<file path="src/rtl/run_pattern_gen.sv">
// Serial run-length pattern transmitter: emits ones_len 1-bits then zeros_len 0-bits,
// repeated rep_cnt times, with a reference consecutive-ones detect flag per bit.
module run_pattern_gen #(
    parameter int CNT_W      = 4,
    parameter int DETECT_LEN = 3
) (
    input  logic             clk,
    input  logic             reset,
    input  logic             cmd_valid,
    output logic             cmd_ready,
    input  logic [CNT_W-1:0] ones_len,
    input  logic [CNT_W-1:0] zeros_len,
    input  logic [CNT_W-1:0] rep_cnt,
    output logic             out,
    output logic             out_valid,
    output logic             expect_det,
    output logic             busy,
    output logic             done
);

    localparam int RUN_W = (DETECT_LEN < 2) ? 1 : $clog2(DETECT_LEN + 1);

    typedef enum logic [1:0] {
        IDLE  = 2'd0,
        ONES  = 2'd1,
        ZEROS = 2'd2
    } state_t;

    state_t             state_q, state_d;
    logic [CNT_W-1:0]   cnt_q, cnt_d;
    logic [CNT_W-1:0]   rep_q, rep_d;
    logic [CNT_W-1:0]   ones_q, ones_d;
    logic [CNT_W-1:0]   zeros_q, zeros_d;
    logic [RUN_W-1:0]   run_q, run_d;
    logic               out_q, out_d;
    logic               out_valid_q, out_valid_d;
    logic               expect_q, expect_d;
    logic               busy_q, busy_d;
    logic               done_q, done_d;
    logic               cmd_ready_q, cmd_ready_d;
    logic               end_rep;

    always_ff @(posedge clk or posedge reset) begin
        if (reset) begin
            state_q     <= IDLE;
            cnt_q       <= '0;
            rep_q       <= '0;
            ones_q      <= '0;
            zeros_q     <= '0;
            run_q       <= '0;
            out_q       <= 1'b0;
            out_valid_q <= 1'b0;
            expect_q    <= 1'b0;
            busy_q      <= 1'b0;
            done_q      <= 1'b0;
            cmd_ready_q <= 1'b0;
        end else begin
            state_q     <= state_d;
            cnt_q       <= cnt_d;
            rep_q       <= rep_d;
            ones_q      <= ones_d;
            zeros_q     <= zeros_d;
            run_q       <= run_d;
            out_q       <= out_d;
            out_valid_q <= out_valid_d;
            expect_q    <= expect_d;
            busy_q      <= busy_d;
            done_q      <= done_d;
            cmd_ready_q <= cmd_ready_d;
        end
    end

    // cnt_q holds the bits left in the current phase, including the one being emitted now.
    always_comb begin
        state_d = state_q;
        cnt_d   = cnt_q;
        rep_d   = rep_q;
        ones_d  = ones_q;
        zeros_d = zeros_q;
        done_d  = 1'b0;
        end_rep = 1'b0;

        case (state_q)
            IDLE: begin
                if (cmd_valid && cmd_ready_q) begin
                    ones_d  = ones_len;
                    zeros_d = zeros_len;
                    rep_d   = (rep_cnt == '0) ? CNT_W'(1) : rep_cnt;
                    if (ones_len != '0) begin
                        state_d = ONES;
                        cnt_d   = ones_len;
                    end else if (zeros_len != '0) begin
                        state_d = ZEROS;
                        cnt_d   = zeros_len;
                    end else begin
                        done_d  = 1'b1;
                    end
                end
            end
            ONES: begin
                if (cnt_q > CNT_W'(1)) begin
                    cnt_d = cnt_q - CNT_W'(1);
                end else if (zeros_q != '0) begin
                    state_d = ZEROS;
                    cnt_d   = zeros_q;
                end else begin
                    end_rep = 1'b1;
                end
            end
            ZEROS: begin
                if (cnt_q > CNT_W'(1)) begin
                    cnt_d = cnt_q - CNT_W'(1);
                end else begin
                    end_rep = 1'b1;
                end
            end
            default: state_d = IDLE;
        endcase

        if (end_rep) begin
            if (rep_q > CNT_W'(1)) begin
                rep_d = rep_q - CNT_W'(1);
                if (ones_q != '0) begin
                    state_d = ONES;
                    cnt_d   = ones_q;
                end else begin
                    state_d = ZEROS;
                    cnt_d   = zeros_q;
                end
            end else begin
                rep_d   = '0;
                cnt_d   = '0;
                state_d = IDLE;
                done_d  = 1'b1;
            end
        end

        // Outputs are registered from the state about to be entered.
        out_d       = (state_d == ONES);
        out_valid_d = (state_d != IDLE);
        busy_d      = (state_d != IDLE);
        cmd_ready_d = (state_d == IDLE);
        if (state_d == ONES) begin
            run_d = (run_q < RUN_W'(DETECT_LEN)) ? run_q + RUN_W'(1) : run_q;
        end else begin
            run_d = '0;
        end
        expect_d = (state_d == ONES) && (run_d >= RUN_W'(DETECT_LEN));
    end

    assign out        = out_q;
    assign out_valid  = out_valid_q;
    assign expect_det = expect_q;
    assign busy       = busy_q;
    assign done       = done_q;
    assign cmd_ready  = cmd_ready_q;

endmodule

</file>
<file path="config.mk">
export PLATFORM = sky130hd
export DESIGN_NAME = run_pattern_gen
export DESIGN_NICKNAME = d
export VERILOG_FILES = /design/src/rtl/run_pattern_gen.sv
export SDC_FILE = /design/constraint.sdc
export NUM_CORES = 1
export LEC_CHECK = 0
export CAP_MARGIN = 40
export CORE_MARGIN = 10
export CORE_UTILIZATION = 45
export CTS_BUF_LIST = sky130_fd_sc_hd__clkbuf_4
export CTS_CLUSTER_DIAMETER = 50
export DETAILED_ROUTE_END_ITERATION = 6
export DONT_BUFFER_PORTS = 1
export PLACE_DENSITY = 0.68
export SLEW_MARGIN = 20
export SYNTH_ARGS = -nofsm -noshare
export SYNTH_HDL_FRONTEND = slang
export SYNTH_SLANG_ARGS = --single-unit
</file>
<file path="constraint.sdc">
create_clock -name clk -period 2.45 [get_ports clk]
set_input_delay 0.49 -clock clk [delete_from_list [all_inputs] [get_ports clk]]
set_output_delay 0.49 -clock clk [all_outputs]
set_load 0.01 [all_outputs]
</file>
==> key figures <==
Finish
  • Final instance area: 0.00170 mm²
  • Cell Count, Final, Fillers Out: 226
  • Nets@finish: roughly 210
  • ANT cells: 0
  • Area Growth Syn to Fin: 6.08%
  • Share of cells above drive strength 1: 13.9%

Clock tree
  • CTS buffer count: 3
  • CTS Hold Buffers Added: 0
  • CTS Sinks: 25
  • Clk Latency, worst-skew pair: approximately 0.33 ns
  • # resized after CTS: 0
  • Reg clk slew, reported paths: 0.15 ns
  • H-tree depth: 1
  • CTS tree: done
  • Root Driver: clkbuf_4
  • Max Root-Sink Buffers: 2

Route
  • Pre-antenna DRT Iters: 4
  • DRC violations left: 0
  • Antenna Nets Post-Route: 0
  • Routed len/inst: 17.0 µm
  • Final WL: just under 4000 µm
  • Via density: 5.90
  • Drt first-iter violations: 111
  • Vias: 1,333

Yosys
  • Top cell type's share of synthesized area: 39.0%
  • Ys Warns: 0
  • Top cells by area, synth: dfrtp_1, ha_1, nand2_1
  • Async set-reset flop share out of synthesis: 100%
  • Top cells by count, synth: nand2_1, dfrtp_1, a21oi_1
  • Post-synthesis cell area: 0.00161 mm²
  • Cell with the most instances after synthesis: nand2_1
  • Syn_area_per_cell: 9.07 µm²
  • Post-synth EDFFs: 0
  • Yosys top cell by area: dfrtp_1
  • Sequential area share after synthesis: 39.0%
  • Post-synth top flop: dfrtp_1
  • Seq cells post-synth: 25
  • Syn nets: 201
  • Post-Synthesis Cells: 177
  • Unique masters post-synth: 46

Critical path
  • CP Buf/Inv Count: 1
  • Crit-path max FO: 8
  • Worst setup SP type: flip-flop
  • Endpoint class of the critical path: flip-flop
  • CP cell instances: inv_1 > ha_1 > nor2_1 > or3_4 > nor3b_4 > nand2_2 > a2bb2oi_4 > nor3b_2
  • Critical path's slowest cell: dfrtp_1
  • CP arrival: 2.55 ns
  • Delay-heaviest family, CP: simple AND/OR/NAND/NOR gates
  • Critical Path RT: 2.70 ns
  • Crit path kind: reg2reg
  • CP peak stage delay: 0.46 ns

GRT
  • Vias in the first global route: between 1,000 and 1,500
  • Gr usage total: 12.0%
  • Largest net degree at the start of global routing: 15
  • Total gr overflow: 0
  • Global-route wire length before repair: 6340 µm
  • Initial antenna violation count: 0

Placed design
  • Post-DP Area: 0.00167 mm²
  • Placed cells: 221
  • Post-DP HPWL: 2990 µm
  • RD Place Congestion: 0.885
  • PortBufs: 0

Power and ir drop
  • Leak Pwr: ~0.74 nW
  • Worst VDD drop: 606 µV
  • Power density over the cells: 1290 mW/mm²

STA
  • Crit share post-route: 93.8%
  • Fmax: 435 MHz
  • Setup TNS: 0 ns
  • Final Skew: 0.00943 ns
  • Final setup vio count: 0
  • Minimum clock period: ~2.3 ns
  • Final hold vios: 0
  • Worst Max-Slew Pin Slew: just under 0.7 ns
  • Relative slew slack: 53.9%
  • Slew Viols, Final: 0

Floorplanning
  • Core ar.: 0.00339 mm²
  • Overall die height: 79.7 µm
  • Full die area: between 0.006 and 0.007 mm²
  • Io pins: 21
  • Site Rows: 21
  • Starting Density: 47.4%
  • Die boundary width: 79.7 µm

Outcome
  • Outcome: finished clean

Hold path
  • Worst hold path class: in2async

Flow run
  • Max Cap Viol: 0
## cells in the final DEF, fill, tap and decap left out, types with 2 or more instances in the layout
cell type	n
nand2_1	28
dfrtp_1	25
a21oi_1	12
nor2_1	10
o21ai_0	10
inv_1	9
ha_1	9
nor3_1	7
buf_4	7
nand3_1	6
nor4_1	5
o22ai_1	3
nor4b_1	3
o211ai_1	3
a31oi_1	3
clkbuf_4	3
and3_1	2
nand2_2	2
o31ai_1	2
nand3b_1	2
a221o_1	2
o21a_1	2
nor3b_1	2
## report_power, final
group | internal, W | switching, W | total, W
sequential | 0.000584 | 0.000241 | 0.000825
clock | 0.0000614 | 0.000132 | 0.000193
combinational | 0.000519 | 0.000665 | 0.00118
total | 0.00116 | 0.00104 | 0.00220
## per-stage QoR
stage	total power (W)	setup slack, ns	hold WS (ns)	utilization, %
after CTS	0.00219	0.105	0.0841	50.0
after detailed placement	0.00199	0.131	0.451	49.2
final	0.00220	0.153	0.0606	50.2
after global routing	0.00238	-0.00348	0.102	50.2
after global placement	0.00195	0.195	0.510	48.8
after floorplan	0.00174	0.464	0.489	-
## flip-flops by register name, summed over array words and instances, names as in the netlist, 2 cells and up
signal and flops:
zeros_q 4, state_q 2, run_q 2, ones_q 4, cnt_q 4, rep_q 4
## final timing paths
| path | from | endpoint | slack, ns | cells past startpoint |
|---|---|---|---|---|
| max in group asynchronous | reset | state_q[0] | 1.92 | 2 |
| worst max-delay path | cnt_q[0] | expect_det | 0.15 | 8 |
| worst max register to register | cnt_q[0] | expect_det | 0.15 | 8 |
| worst min register to register | ones_q[2] | ones_q[2] | 0.56 | 2 |
| worst min-delay path | reset | cnt_q[3] | 0.06 | 1 |
| min in group clk | zeros_len[1] | zeros_q[1] | 0.26 | 2 |
## final cells by class
class / instances / area, µm²
clock buffer: 3 / 22.5
clock inverter: 1 / 5.00
fill: 330 / 1690
inverter: 9 / 33.8
multi-input combinational: 134 / 891
sequential: 25 / 626
tap: 46 / 57.6
timing repair buffer: 8 / 67.6
## logic make-up after synthesis
logic type / share of synthesized area (%)
AO/OA/AOI/OAI: 22.1
XOR/XNOR: 0.546
adder cells (fa/ha/maj): 7.01
buffers and inverters: 5.53
flip-flops: 39.0
AND/OR/NAND/NOR: 25.9
## layer usage
| layer | wire (µm) | track usage (%) | share of wire, % | vias to the layer above |
|---|---|---|---|---|
| met4 | 32 | 3.41 | 0.83 | 0 |
| met2 | 1940 | 20.6 | 50 | 27 |
| met3 | 152 | 2.36 | 4.0 | 5 |
| met5 | 0 | 0 | 0 | - |
| met1 | 1720 | 14.6 | 45 | 652 |
| li1 | - | - | - | 649 |
## timing repair
item | 4_1_cts | 5_1_grt
setup buffers | 0 | 1
hold endpoints to repair | 0 | 0
endpoints found under the setup margin | 0 | 6
(Power assumes the default switching activity.)
